**src/rtl/fifo_ctl.sv**
```systemverilog
// fifo_ctl -- synchronous first-word-fall-through FIFO with occupancy level,
// almost-full / almost-empty thresholds and sticky handshake-error flags.
//
// Optional feature macro: FIFO_CTL_ERR_EN
//   defined   : ovf/udf are sticky error registers, cleared by clr_err
//   undefined : ovf/udf tied to 0, clr_err ignored, no error registers
//
// Ports:
//   clk      in   single clock, rising edge
//   rst      in   synchronous active-low reset
//   idata    in   write data (WIDTH)
//   wr_en    in   push request, dropped while full
//   next     in   pop request for the word on odata, dropped while empty
//   clr_err  in   clears ovf/udf
//   odata    out  head-of-queue word, valid while empty=0
//   full     out  level == DEPTH
//   empty    out  level == 0
//   afull    out  level >= AF_LEVEL
//   aempty   out  level <= AE_LEVEL
//   level    out  occupancy 0..DEPTH (NCBIT+1 bits)
//   ovf      out  sticky: push attempted while full
//   udf      out  sticky: pop attempted while empty
module fifo_ctl #(
   parameter int WIDTH    = 8,
   parameter int NCBIT    = 4,
   parameter int AF_LEVEL = 12,
   parameter int AE_LEVEL = 2
) (
   input  logic             clk,
   input  logic             rst,
   input  logic [WIDTH-1:0] idata,
   input  logic             wr_en,
   input  logic             next,
   input  logic             clr_err,
   output logic [WIDTH-1:0] odata,
   output logic             full,
   output logic             empty,
   output logic             afull,
   output logic             aempty,
   output logic [NCBIT:0]   level,
   output logic             ovf,
   output logic             udf
);

   localparam int DEPTH = 1 << NCBIT;
   localparam logic [NCBIT:0]   LV_ONE   = (NCBIT+1)'(1);
   localparam logic [NCBIT:0]   LV_DEPTH = (NCBIT+1)'(DEPTH);
   localparam logic [NCBIT:0]   LV_AF    = (NCBIT+1)'(AF_LEVEL);
   localparam logic [NCBIT:0]   LV_AE    = (NCBIT+1)'(AE_LEVEL);
   localparam logic [NCBIT-1:0] PT_ONE   = NCBIT'(1);

   logic [WIDTH-1:0] r_mem [DEPTH];
   logic [NCBIT-1:0] r_wp, r_rp;
   logic [NCBIT:0]   r_level;
   logic             r_full, r_empty, r_afull, r_aempty;

   logic             w_wa, w_ra;
   logic [NCBIT:0]   w_level_nxt;

   // Accept decisions use the registered flags, so push+pop while full drops
   // the push and push+pop while empty drops the pop.
   assign w_wa = wr_en & ~r_full;
   assign w_ra = next  & ~r_empty;

   always_comb begin
      w_level_nxt = r_level;
      if (w_wa && !w_ra)
         w_level_nxt = r_level + LV_ONE;
      else if (w_ra && !w_wa)
         w_level_nxt = r_level - LV_ONE;
   end

   // Storage is not reset; a push coinciding with reset is discarded.
   always_ff @(posedge clk) begin
      if (rst && w_wa)
         r_mem[r_wp] <= idata;
   end

   // Flags are computed from the next-state level so they always agree with
   // the registered level in the same cycle.
   always_ff @(posedge clk) begin
      if (!rst) begin
         r_wp     <= '0;
         r_rp     <= '0;
         r_level  <= '0;
         r_full   <= 1'b0;
         r_empty  <= 1'b1;
         r_afull  <= 1'b0;
         r_aempty <= 1'b1;
      end else begin
         if (w_wa) r_wp <= r_wp + PT_ONE;
         if (w_ra) r_rp <= r_rp + PT_ONE;
         r_level  <= w_level_nxt;
         r_full   <= (w_level_nxt == LV_DEPTH);
         r_empty  <= (w_level_nxt == '0);
         r_afull  <= (w_level_nxt >= LV_AF);
         r_aempty <= (w_level_nxt <= LV_AE);
      end
   end

`ifdef FIFO_CTL_ERR_EN
   logic r_ovf, r_udf;

   // A new error in the same cycle as clr_err wins: the flag ends set.
   always_ff @(posedge clk) begin
      if (!rst) begin
         r_ovf <= 1'b0;
         r_udf <= 1'b0;
      end else begin
         r_ovf <= (r_ovf & ~clr_err) | (wr_en & r_full);
         r_udf <= (r_udf & ~clr_err) | (next  & r_empty);
      end
   end

   assign ovf = r_ovf;
   assign udf = r_udf;
`else
   logic w_unused_clr;
   assign w_unused_clr = clr_err;
   assign ovf = 1'b0;
   assign udf = 1'b0;
`endif

   assign odata  = r_mem[r_rp];
   assign full   = r_full;
   assign empty  = r_empty;
   assign afull  = r_afull;
   assign aempty = r_aempty;
   assign level  = r_level;

endmodule

```
**config.mk**
```make
export PLATFORM = sky130hd
export DESIGN_NAME = fifo_ctl
export DESIGN_NICKNAME = d
export VERILOG_FILES = /design/src/rtl/fifo_ctl.sv
export SDC_FILE = /design/constraint.sdc
export NUM_CORES = 1
export LEC_CHECK = 0
export ABC_AREA = 0
export CAP_MARGIN = 20
export CORE_UTILIZATION = 64
export DETAILED_ROUTE_END_ITERATION = 12
export PLACE_DENSITY = 0.92
export RECOVER_POWER = 25
export SLEW_MARGIN = 10
export SYNTH_ARGS = -nofsm -noshare
export SYNTH_HDL_FRONTEND = slang
export SYNTH_SLANG_ARGS = --single-unit
```
**constraint.sdc**
```tcl
create_clock -name clk -period 3.3 [get_ports clk]
set_clock_uncertainty 0.05 [all_clocks]
set_input_delay 0.66 -clock clk [delete_from_list [all_inputs] [get_ports clk]]
set_output_delay 0.66 -clock clk [all_outputs]
set_load 0.03 [all_outputs]
```
==> qor.txt, run 1 <==
Status: completed
Non-filler cells, final: 485
Final Power: 4.606 mW
Post-route ant nets: 0
Initial Util: 0.6571
Arr. time, crit path: 2530 ps
Final HPWL DP: 7.072 mm
Yosys reg bits: 149
DRT Pass-1 Iters: 5
Setup_tns: 0 ps
Peak Freq: 308.6 MHz
Reg clk slew, reported paths: 60 ps
Number of remaining DRC errors: 0
Vias in the first global route: 3177
Proportion of layout cells with a drive suffix above 1: 0.2032
VDD IR max: 0.0004172 V
Vias per cell: 6.633
Crit path launch type: flop
Mapped cell area: 6015 um^2
CP Capture Type: primary output
Largest net degree at the start of global routing: 33
CTS Buf Count: 17
Final Instance Area: 7129 um^2
Crit path max fanout: 16
Synth Warn #: 0
WHS: 480.0 ps
# IOs: 32
Chip Width: 98.94 um
Pleak: 2.375 nW
Cell variety after synth: 43
Clock sinks: 149
PD cells: 646.1 nW/um^2
Final count of negative-setup-slack endpoints: 0
Row cnt: 35
Worst Path Required: 2590 ps
I/O Buffers: 28
Routed WL: 13.06 mm
RSZ-0062 raised after global routing: no
Total Nets Final: 381
Core area: 9153 um^2
RePlAce Congestion: 0.7334
Worst slew pin tran: 578.3 ps
Routed wire per std cell: 26.92 um
Tcrit/Tclk final: 0.9818
DP Cell Count: 452
Wire length of the first global-routing pass: 19.44 mm
Fin. Hold Viols: 0
Antenna Cells: 0
Synth Instances: 308
Worst Hold Class: reg2reg
Dpl cell area: 6507 um^2
Initial antenna violation count: 0
CP max stage delay: 600 ps
Post-route minimum period: 3240 ps
Crit path max-delay cell type: mux4_1
Clock Latency Late Sink: 520 ps
Mean area per synthesized cell: 19.53 um^2
Total gr overflow: 0
Area Overhead vs Synth: 18.54%
Violation count after the first detailed-routing iteration: 351
# H-tree levels: 4
Root Buffer: clkbuf_8
Number of synthesized flops with an enable pin: 128
Filler instances: 475
Postcts setup bufs: 0
Clock buffer depth: 2
Kind of critical path: reg2out
Chip Height: 98.94 um
Main synth FF type: edfxtp_1
Vias after detailed routing: 3217
Sequential cell area fraction in the yosys report: 0.7090
Max-slew violations: 0
CTS tree: built
Critical path cell sequence: buf_12 -> mux4_1 -> mux4_2 -> clkdlybuf4s15_2
Post-synth ARST share: 0
Max Cap Viol: 0
Total GRT Usage: 0.2937
Headroom to the max-slew limit: 0.6133
Die ar.: 9789 um^2
==> per-layer routing <==
layer	routed length (um)	global-route usage	part of all wire
met4	448	0.1401	0.034
met5	0	0	0
met2	6655	0.4847	0.51
met3	968	0.06738	0.074
met1	4985	0.3740	0.38
==> metrics by stage <==
step | util | setup slack [ps]
finish | 0.7789 | 60.06
global placement | 0.7110 | 275.3
detailed placement | 0.7110 | 240.6
floorplan | - | 916.0
global route | 0.7789 | 18.64
CTS | 0.7796 | -32.92
==> synth_stat cells, drive strengths merged (3+ instances only) <==
cell,number,area [um^2]
a21boi,4,30.02
clkbuf,6,22.52
nor3,3,15.01
edfxtp,128,3844
mux4,40,1006
inv,4,15.01
buf,11,87.57
and2,8,50.05
nand2,11,41.29
dfxtp,21,420.4
ha,7,87.58
nand3,6,30.03
xnor2,7,61.31
nor2,20,77.58
==> layout by cell type (no fill, tap or decap), drive strengths merged, types with 5 or more instances in the layout <==
master and count:
nand3 6, mux4 40, clkbuf 20, nor2 20, xnor2 7, dfxtp 21, ha 7, buf 26
inv 5, clkdlybuf4s50 15, and2 8, nand2 11, edfxtp 128, dlygate4sd3 5
==> path summary, 6_finish.rpt <==
kind | depth (start not counted) | endpoint | slack [ps] | startpoint
setup / recovery | 4 | odata[6] | 60 | flop
hold / removal | 2 | r_wp[1]$_SDFFE_PN0N_ | 480 | r_wp[1]$_SDFFE_PN0N_
setup reg to reg | 5 | empty$_SDFF_PN1_ | 1480 | level[0]$_SDFF_PN0_
hold reg to reg | 2 | r_wp[1]$_SDFFE_PN0N_ | 480 | r_wp[1]$_SDFFE_PN0N_
==> where the power goes <==
group	switching [mW]	internal, mW	leakage, nW
registers	0.0384	2.09	1.33
logic	0.274	0.243	0.764
clock network	0.735	1.23	0.285
==> area by class of cell <==
| cell class | count | area (um^2) | share of cell area |
|---|---|---|---|
| Clock inverter | 12 | 178.9 | 0.02510 |
| Inverter | 4 | 15.01 | 0.002106 |
| Timing Repair Buffer | 50 | 478.0 | 0.06704 |
| Sequential cell | 149 | 4268 | 0.5986 |
| Clock buffer | 20 | 425.4 | 0.05967 |
| Multi-Input combinational cell | 139 | 1625 | 0.2280 |
| Tap cell | 111 | 138.9 | 0.01948 |
==> critical path, delay by kind of cell (launching register included) <==
| kind | cells | cell delay (ps) |
|---|---|---|
| DFF | 1 | 400 |
| muxes | 2 | 1110 |
| buffers and inverters | 2 | 490 |
==> sequential cells by signal, summed over array words and instances, names as in the netlist, named ones only <==
name,count
r_mem,128
level,5
r_rp,4
r_wp,4
aempty,1
afull,1
empty,1
full,1
==> repair_timing <==
action | CTS | global route
resized for setup | 28 | 3
pin swaps | 0 | 0
endpoints found under the setup margin | 7 | 4
gates cloned | 1 | 0
hold buffers | 0 | 0
==> logic make-up (layout without fill, tap and decap cells) <==
logic type               after synthesis  in the layout  share of synthesized area
adder cells (fa/ha/maj)                7              7                    0.01456
XOR/XNOR                               7              7                    0.01019
multiplexers                          41             41                     0.1691
AND/OR/NAND/NOR                       67             67                    0.05804
AO/OA/AOI/OAI                         15             15                    0.01768
other                                  1              2                  0.0006235
buffers and inverters                 21             86                    0.02080
flip-flops                           149            149                     0.7090
(Power assumes the default switching activity.)
==> run 2, diff against run 1 <==
- CORE_UTILIZATION: 64 -> 35
- DONT_BUFFER_PORTS: not set -> 1
- PLACE_DENSITY: 0.92 -> 0.57
==> run 2 against run 1 <==
Via count fell by 13%; final cell count up 14%; sequential power up 2%; register-to-register slack lost 280 ps; clock power fell by 9%; count of clock-buffer cells in the layout increased by 1; worst hold slack worse by 200 ps; largest power group unchanged; non-clock buffer count is 39 lower; fmax is 8.6% higher; highest routed layer unchanged.
==> qor.txt, run 2 (synthesis results as in run 1) <==
Post-route worst setup slack: 316.5 ps (+256.4 ps)
Vias per cell: 5.060 (-24%)
Root Buffer: clkbuf_16
Max Cap Viol: 0 (unchanged)
Clock sinks: 149 (unchanged)
Chip Height: 133.1 um (+35%)
CTS tree: built
Worst slew pin tran: 833.6 ps (+255.3 ps)
Clock Latency Late Sink: 410 ps (-110 ps)
Final HPWL DP: 7.125 mm (+0.76%)
Antenna Cells: 0 (unchanged)
Total Nets Final: 342 (-10%)
Area Overhead vs Synth: 13.48%
DRT Pass-1 Iters: 4 (-1)
# H-tree levels: 4 (unchanged)
Internal: 3.361 mW (-5.5%)
Cts hold-fix bufs: 0 (unchanged)
Tcrit/Tclk final: 0.9041 (-0.07770)
Routed WL: 11.13 mm (-15%)
Combinational power share: 0.086 (-0.026)
Initial antenna violation count: 0 (unchanged)
VDD IR max: 0.0003947 V (-5.4%)
Register area: 4265 um^2 (about the same)
Arr. time, crit path: 2270 ps (-260 ps)
CP max stage delay: 650 ps (+50 ps)
Chip Width: 133.1 um (+35%)
Switching share of power: 0.2228 (-0.004651)
Dpl cell area: 6280 um^2 (-3.5%)
Number of remaining DRC errors: 0 (unchanged)
Top reg by flops: r_mem
Kind of critical path: reg2out
Reg clk slew, reported paths: 50 ps (about the same)
Initial Util: 0.3601 (-0.2970)
# IOs: 32 (unchanged)
CTS Buf Count: 17 (unchanged)
Pleak: 2.179 nW (-8.3%)
Commonest non-fill, non-tap cell in the layout: edfxtp_1
Largest regs: r_mem: 128 flops, level: 5 flops
CTS-repair resized insts: 0 (-100%)
Proportion of layout cells with a drive suffix above 1: 0.1566 (-0.04658)
Crit path max-delay cell type: mux4_1
Max-slew violations: 0 (unchanged)
Post-route ant nets: 0 (unchanged)
Flop pwr share: 0.500 (+0.039)
Total GRT Usage: 0.1359 (-0.1578)
CP top delay family: multiplexers
Violation count after the first detailed-routing iteration: 172 (-51%)
Setup_tns: 0 ps (unchanged)
Peak Freq: 335.2 MHz (+8.6%)
DP Worst Slack: 721.1 ps (+480.4 ps)
Switch Pwr: 0.9635 mW (-8.0%)
Vias in the first global route: 2897 (-8.8%)
Routed wire per std cell: 20.17 um (-25%)
Final Power: 4.325 mW (-6.1%)
Largest net degree at the start of global routing: 33 (unchanged)
Worst Hold Class: in2reg
Crit path launch type: flop
Max FFs per register: 128 (unchanged)
Clock buffer depth: 2 (unchanged)
Status: completed
Wire length of the first global-routing pass: 17.10 mm (-12%)
Critical path cell sequence: buf_12 -> mux4_1 -> mux4_2
Clock Power Share: 0.415 (-0.011)
PD cells: 633.7 nW/um^2 (-1.9%)
Headroom to the max-slew limit: 0.4422 (-0.1710)
Final Instance Area: 6825 um^2 (-4.3%)
Area taken by multi-input logic gates: 1629 um^2 (+0.23%)
Total gr overflow: 0 (unchanged)
I/O Buffers: 0 (-100%)
CP Capture Type: primary output
RePlAce Congestion: 0.7144 (-2.6%)
Post-route minimum period: 2984 ps (-256.4 ps)
Worst Path Required: 2590 ps (about the same)
Vias after detailed routing: 2793 (-13%)
RSZ-0062 raised after global routing: no
Final count of negative-setup-slack endpoints: 0 (unchanged)
Crit path max fanout: 32 (+16)
Most frequent cells in the layout: edfxtp_1, mux4_1, dfxtp_1, nor2_1, clkbuf_16
Filler instances: 1483 (+210%)
Core area: 16700 um^2 (+82%)
Fin. Hold Viols: 0 (unchanged)
CP Buf/Inv Count: 1 (-1)
Postcts setup bufs: 0 (unchanged)
Row cnt: 47 (+34%)
Die ar.: 17710 um^2 (+81%)
run 2: changes by cell type in the layout (fill, tap and decap cells not counted), sizes merged:
cell / change
clkinv: +1
clkdlybuf4s50: -15
bufinv: -2
clkdlybuf4s15: -4
clkbuf: +1
dlygate4sd3: -5
clkinvlp: -3
buf: -15
run 2: metrics by stage:
step / hold slack, ps / instances / utilization
CTS: 260.4 / 552 / 0.4087
global route: 259.4 / 552 / 0.4087
floorplan: 430.1 / 309 / -
global placement: 455.2 / 523 / 0.3760
finish: 278.6 / 552 / 0.4087
detailed placement: 466.7 / 523 / 0.3760
run 2: power groups by stage:
stage	clock network, mW	logic (mW)	registers [mW]
3_5_place_dp	0	0.377	2.20
5_1_grt	1.92	0.403	2.17
3_3_place_gp	0	0.367	2.20
6_report	1.79	0.371	2.16
4_1_cts	1.84	0.378	2.16
2_1_floorplan	0	0.321	2.19
run 2: final cells by class:
type,instances,area share
Timing Repair Buffer,11,0.01393
Clock inverter,8,0.01540
Clock buffer,21,0.06453
Multi-Input combinational cell,139,0.2387
Inverter,4,0.002200
Sequential cell,149,0.6249
Tap cell,220,0.04033
run 2: path summary, 6_finish.rpt:
check,to,startpoint,cells past startpoint,slack (ps)
worst max-delay path,odata[3],flop,3,320
worst min-delay path,aempty$_SDFF_PN1_,rst,1,280
worst max register to register,full$_SDFF_PN0_,level[0]$_SDFF_PN0_,6,1200
worst min register to register,r_rp[1]$_SDFFE_PN0N_,r_rp[1]$_SDFFE_PN0N_,2,470
run 2: worst register-to-register path: cells and delay by family (launching register included):
family,cells,cell delay (ps)
simple gates,3,530
fa+ha+maj,1,280
xor+xnor,1,370
flops,1,700
compound gates,1,80
run 2: metal layers:
metal	vias up	share of wire	global-route usage
li1	1284	-	-
met1	1424	0.43	0.1679
met2	75	0.51	0.2257
met3	10	0.049	0.03729
met4	0	0.012	0.05619
met5	-	0	0
==> run 3, diff against run 2 <==
- HOLD_SLACK_MARGIN: not set -> 0.08
- PLACE_DENSITY: 0.57 -> not set
- PLACE_DENSITY_LB_ADDON: not set -> 0.3
==> run 3 against run 2 <==
Combinational power down 2%; flip-flop and latch count stayed put; largest cell class unchanged; highest routed layer unchanged; power increased by 0.41%; sequential share of layout area is 0.80 points lower; global-route usage is 0.80 points higher; largest power group unchanged; final area increased by 1.3%.
==> qor.txt, run 3 (synthesis results as in run 1) <==
Top reg by flops: r_mem
CTS-repair resized insts: 0 (unchanged)
Reg2Reg Depth: 6 (unchanged)
Vias in the first global route: 2964 (+2.3%)
Filler instances: 1489 (+0.40%)
Total GRT Usage: 0.1439 (+0.008020)
Total gr overflow: 0 (unchanged)
Postcts setup bufs: 0 (unchanged)
Vias per cell: 5.099 (+0.78%)
R2R Path Start: level[0]$_SDFF_PN0_
Final HPWL DP: 7.186 mm (+0.84%)
Die ar.: 17710 um^2 (unchanged)
Crit path launch type: flop
Max FFs per register: 128 (unchanged)
DRT Pass-1 Iters: 4 (unchanged)
CTS Buf Count: 17 (unchanged)
CP Capture Type: primary output
Worst Path Required: 2590 ps (about the same)
Tcrit/Tclk final: 0.9570 (+0.05293)
Status: completed
Reg2reg setup slack: 1280 ps (+80 ps)
PD cells: 628.1 nW/um^2 (-0.88%)
Reg clk slew, reported paths: 60 ps (about the same)
Kind of critical path: reg2out
Vias after detailed routing: 2881 (+3.2%)
Max Cap Viol: 0 (unchanged)
Headroom to the max-slew limit: 0.5725 (+0.1303)
Final count of negative-setup-slack endpoints: 0 (unchanged)
CP max stage delay: 600 ps (-50 ps)
Largest net degree at the start of global routing: 33 (unchanged)
Clock sinks: 149 (unchanged)
Number of remaining DRC errors: 0 (unchanged)
CTS tree: built
Worst hold path startpoint: rst
CP top delay family: multiplexers
Routed WL: 11.78 mm (+5.8%)
Violation count after the first detailed-routing iteration: 179 (+4.1%)
RSZ-0062 raised after global routing: no
Post-route ant nets: 0 (unchanged)
Clock buffer depth: 2 (unchanged)
Most frequent cells in the layout: edfxtp_1, mux4_1, dfxtp_1, buf_4, nor2_1
Setup_tns: 0 ps (unchanged)
RePlAce Congestion: 0.7171 (+0.38%)
VDD IR max: 0.0003730 V (-5.5%)
Fin. Hold Viols: 0 (unchanged)
Antenna Cells: 0 (unchanged)
Proportion of layout cells with a drive suffix above 1: 0.1884 (+0.03178)
# H-tree levels: 4 (unchanged)
# IOs: 32 (unchanged)
Crit path max-delay cell type: mux4_2
Critical path cell sequence: buf_4 -> mux4_1 -> mux4_2
Chip Width: 133.1 um (unchanged)
Cts hold-fix bufs: 0 (unchanged)
Post-route minimum period: 3158 ps (+174.7 ps)
Commonest non-fill, non-tap cell in the layout: edfxtp_1
Chip Height: 133.1 um (unchanged)
Max-slew violations: 0 (unchanged)
Clock Latency Late Sink: 410 ps (about the same)
Row cnt: 47 (unchanged)
Hold path depth: 1 (unchanged)
Worst Hold Class: in2reg
Root Buffer: clkbuf_16
I/O Buffers: 0 (unchanged)
Crit path max fanout: 11 (-66%)
Largest regs: r_mem: 128 flops, level: 5 flops
RR Endpoint: full$_SDFF_PN0_
CP Buf/Inv Count: 1 (unchanged)
Peak Freq: 316.6 MHz (-5.5%)
Final Power: 4.343 mW (+0.41%)
Pleak: 2.236 nW (+2.6%)
Total Nets Final: 352 (+2.9%)
Area Overhead vs Synth: 14.96%
Arr. time, crit path: 2450 ps (+180 ps)
Core area: 16700 um^2 (unchanged)
Initial Util: 0.3601 (unchanged)
Hold endpoint: empty$_SDFF_PN1_
Initial antenna violation count: 0 (unchanged)
Routed wire per std cell: 20.85 um (+3.4%)
Worst slew pin tran: 640.4 ps (-193.2 ps)
Wire length of the first global-routing pass: 17.77 mm (+3.9%)
## run 3: changes by cell type in the layout (fill, tap and decap cells not counted)
cell | before | now
buf_4 | 10 | 20
bufinv_16 | 2 | 1
clkinv_2 | 2 | 3
clkinvlp_4 | 0 | 2
clkbuf_8 | 0 | 3
clkinv_4 | 3 | 1
## run 3: layer usage
layer	vias up	global-route usage	part of all wire	wire length, um
li1	1305	-	-	-
met1	1476	0.1832	0.44	5180
met2	81	0.2269	0.49	5755
met3	19	0.04604	0.053	624
met4	0	0.06187	0.019	221
met5	-	0	0	0
## run 3: report_power, final
| part | switching, mW | internal, mW | leakage, nW |
|---|---|---|---|
| registers | 0.0851 | 2.09 | 1.32 |
| clock network | 0.712 | 1.10 | 0.271 |
| logic | 0.186 | 0.177 | 0.641 |
## run 3: final cells by class
| class | instances | area [um^2] | share of cell area |
|---|---|---|---|
| clock buffers | 24 | 481.7 | 0.06967 |
| well taps | 220 | 275.3 | 0.03981 |
| inverters | 4 | 15.01 | 0.002172 |
| multi-input cells | 139 | 1629 | 0.2356 |
| clock inverters | 8 | 77.57 | 0.01122 |
| repair buffers | 21 | 170.2 | 0.02461 |
| flip-flops and latches | 149 | 4265 | 0.6169 |
## run 3: worst max-delay path by stage
stage,from,to,slack (ps),cells past startpoint
2_1_floorplan,flop,odata[0],920,4
3_3_place_gp,flop,odata[0],560,3
3_5_place_dp,flop,odata[4],550,3
4_1_cts,flop,odata[4],100,3
5_1_grt,flop,odata[0],70,3
6_report,flop,odata[0],140,3
## run 3: through the flow
step                hold slack (ps)  area, um^2  worst slack, ps  cells    util
finish                        273.8        6914            141.8    565  0.4140
global route                  259.6        6914            69.40    565  0.4140
CTS                           257.1        6914            102.4    565  0.4140
detailed placement            466.4        6355            551.1    533  0.3805
global placement              462.5        6355            561.7    533  0.3805
floorplan                     430.1        6018            916.0    309       -
==> RTL change 1, RTL diff (flow settings as in run 3) <==
Add a define of `FIFO_CTL_ERR_EN`.
--- a/src/rtl/fifo_ctl.sv
+++ b/src/rtl/fifo_ctl.sv
@@ -21,4 +21,6 @@
 //   ovf      out  sticky: push attempted while full
 //   udf      out  sticky: pop attempted while empty
+`define FIFO_CTL_ERR_EN
+
 module fifo_ctl #(
    parameter int WIDTH    = 8,
Check against the original RTL: not equivalent (a bounded check fails within 4 cycles, from zero or initial values and one cycle with rst low).
==> RTL change 1 against run 3 <==
  * Combinational power is 31% higher
  * First-iteration DRC count is 15% higher
  * Sequential power is 4% higher
  * Sequential cell count is 2 higher
  * Die area is 0.37% higher
  * Synthesized area is 0.37% higher
  * Routed wire length is 1.7% higher
  * Fmax is 2.2% lower
  * Cell area is 0.20% lower
  * Worst setup slack worse by 0.070 ns
  * Critical path depth stayed put
  * Total power is 4.1% higher
  * Core utilization is 0.082 points lower
  * Synthesized cell count is 0.97% higher
  * Critical path type unchanged
  * Highest routed layer unchanged
==> RTL change 1: results <==
[sta]
fin_ws_ns = 0.0717
tightest_slew_ns = 0.960
hold_slack_ns = 0.282

[worst_setup_path]
cp_slowest_cell = dfxtp_2
crit_arrival_ns = 2.52
reg2reg_setup_slack_ns = 1.04
rr_worst_depth = 5
cpPeakStageDelay_ns = 0.63
crit_fanout = 13

[cells_and_area]
fin_area_um2 = 6900
nNonClkInverters = 6
multi_input_area_um2 = 1610
filler_cell_count = 1481
num-multi-input-gates = 141
instances_no_fill = 566
nonClkBufAreaFrac_pct = 1.92
n_clock_buffer = 19
seqCellArea_um2 = 4310
final_nets = 353
drive_gt1_share_pct = 18.8

[power_and_ir_drop]
p_leak_nw = 2.23
ir_drop_mv = 0.394
clkPwrFrac_pct = 39.5

[status]
run_status = finished clean

[worst_hold_path]
whs_path_depth = 0
hold_end = r_mem[9][1]

[drt]
wl_um = 12000
vias = 2882

[placed_design]
dp.cells = 534
place_area_um2 = 6350

[grt]
grt_pass1_wl_um = 18300
grt_util_all_layers_pct = 14.8

[floorplan]
die-area_um2 = 17800

[synthesis]
ys_seq_elements = 151
synthDistinctLibCells = 40
synthTopCellsByCount = 128 x edfxtp_1, 30 x nor2_1, 24 x mux4_1
## RTL change 1: cell types whose count changed after synthesis, moves of 3 or more
| cell | before | now |
|---|---|---|
| xor2_1 | 0 | 5 |
| or3_1 | 1 | 4 |
| mux4_1 | 28 | 24 |
| xnor2_1 | 7 | 4 |
| clkbuf_1 | 6 | 3 |
| mux4_2 | 12 | 16 |
| nand3_1 | 6 | 3 |
| a22oi_1 | 0 | 3 |
| and2_1 | 8 | 2 |
| nor2_1 | 19 | 30 |
## RTL change 1: cells by family (layout without fill, tap and decap cells)
logic type               count (synthesis)  after routing  share of synthesized area [%]
AO/OA/AOI/OAI                           15             15                           1.84
XOR/XNOR                                 9              9                           1.31
adder cells (fa/ha/maj)                  7              7                           1.45
buffers and inverters                   19             54                           2.03
flip-flops                             151            151                           71.3
multiplexers                            40             40                           16.4
AND/OR/NAND/NOR                         70             70                           5.66
## RTL change 1: per-layer routing
metal	part of all wire, %	global-route usage, %
met4	1.3	5.87
met5	0	0
met3	6.1	4.60
met2	51	25.0
met1	41	17.5
==> RTL change 2, RTL diff (flow settings as in run 3) <==
Made on the original files. Register the output `level` once more, cleared by the reset; this adds one clock of latency there. The other outputs are not delayed to match. Comments in the files are not updated.
--- a/src/rtl/fifo_ctl.sv
+++ b/src/rtl/fifo_ctl.sv
@@ -127,5 +127,11 @@
    assign afull  = r_afull;
    assign aempty = r_aempty;
-   assign level  = r_level;
+   always_ff @(posedge clk) begin
+      if (!rst) begin
+         level <= '0;
+      end else begin
+         level <= r_level;
+      end
+   end
 
 endmodule
Behaviour: not the same (a bounded check fails within 4 cycles, from zero or initial values and one cycle with rst low).
==> RTL change 2 against run 3 <==
  * Worst setup slack better by 0.17 ns
  * Routed wire length shrank 6.9%
  * Sequential cell count grew 5
  * Largest cell class unchanged
  * Critical path type unchanged
  * Synthesized area up 2.1%
  * Critical path depth stayed put
  * Total power up 1.8%
  * Cell area is 0.24% lower
  * Count of clock-buffer cells in the layout is 6 lower
  * Largest power group unchanged
  * Fmax rose by 5.8%
==> RTL change 2: results <==
[grt]
antenna_found_initial = 0
grt_max_degree = 33
grt_pass1_wl_um = 17200
grt_pass1_vias = 3040
grt_util_all_layers_pct = 13.4

[clocking]
clockBufferDepth = 2
insertion_delay_ns = 0.42
path_clk_slew_ns = 0.06
cts-root-buf = clkbuf_16
cts_setup_buffers = 0
htreeDepth = 4
cts-resized-gates = 0
numCtsBuffers = 17

[cells_and_area]
final_nets = 344
antenna_cells = 0
filler_cell_count = 1524
drive_gt1_share_pct = 14.9
top_regs = r_mem x128, level x5, r_level x5

[drt]
drtPass1Iterations = 5
via_per_inst = 5.04
wl_um = 11000
drtIter0Drc = 229

[synthesis]
synthTopCellsByArea = edfxtp_1 63%, mux4_1 10%, dfxtp_1 8.5%
synth-edff-count = 128
synthDistinctLibCells = 44
synth_warnings = 0
synthTopCellsByCount = 128 x edfxtp_1, 26 x dfxtp_1, 24 x mux4_1
synthArstFlopShare_pct = 0
yosysSeqAreaShare_pct = 71.0

[worst_setup_path]
crit_fanout = 32
crit_arrival_ns = 2.28
timing.rr.start = full
cp-start-kind = register

[sta]
tightest_slew_ns = 1.02

[power_and_ir_drop]
p_leak_nw = 2.18
swShare_pct = 22.5
ir_drop_mv = 0.364

[status]
run_status = finished clean

[placed_design]
io_buffers = 0
place.gp.congestion = 0.749
hpwl_um = 7050

[worst_hold_path]
hold_class = in2reg
min_from = rst
-- RTL change 2: cell types whose count changed after synthesis --
cell	run 3	this run
buf_8	1	2
buf_6	3	1
mux4_2	12	16
mux4_1	28	24
and2_1	8	13
buf_12	0	1
dfxtp_1	21	26
-- RTL change 2: path summary, 6_finish.rpt --
kind | end | slack [ns] | depth (start not counted)
worst max-delay path | odata[6] | 0.31 | 3
worst min-delay path | empty | 0.27 | 1
worst max register to register | r_mem[3][7] | 1.04 | 3
worst min register to register | level[4] | 0.44 | 1
-- RTL change 2: logic make-up (layout without fill, tap and decap cells) --
kind of cell    Yosys count  in the layout  synth area share, %
flops                   154            154                 71.0
other cells               1              2               0.0610
compound gates           15             15                 1.73
mux                      41             41                 16.3
xor+xnor                  7              7                0.998
simple gates             72             72                 6.19
fa+ha+maj                 7              7                 1.43
buf+inv                  21             37                 2.24
-- RTL change 2: routing by layer --
layer  GRT usage [%]  wire length (um)
met1            15.2              4550
met2            23.5              5800
met5               0                 0
met3            4.58               539
met4            4.99                82
-- RTL change 2: final cells by class --
| type | instances | area, um^2 | share of cell area (%) |
|---|---|---|---|
| Sequential cell | 154 | 4370 | 63.3 |
| Multi-Input combinational cell | 144 | 1650 | 23.9 |
| Clock buffer | 18 | 429 | 6.22 |
| Tap cell | 225 | 282 | 4.08 |
| Clock inverter | 12 | 126 | 1.83 |
| Timing Repair Buffer | 3 | 35.0 | 0.508 |
| Inverter | 4 | 15.0 | 0.218 |
-- RTL change 2: metrics by stage --
step                utilization [%]  instance area, um^2  worst slack (ns)  instances
floorplan                         -                 6150             0.922        319
detailed placement             36.8                 6340             0.724        530
CTS                            40.0                 6900             0.259        560
global route                   40.0                 6900             0.239        560
global placement               36.8                 6340             0.738        530
finish                         40.0                 6900             0.315        560
-- RTL change 2: critical path, stage by stage (launching register included) --
cell	delay, ns
dfxtp_2	0.34
buf_12	0.25
mux4_1	0.64
mux4_2	0.61
-- RTL change 2: power by group through the flow --
stage	sequential (mW)	clock [mW]	combinational, mW
final	2.22	1.83	0.372
after global routing	2.22	1.94	0.405
after global placement	2.26	0	0.374
after floorplan	2.24	0	0.334
after CTS	2.22	1.87	0.379
after detailed placement	2.26	0	0.377
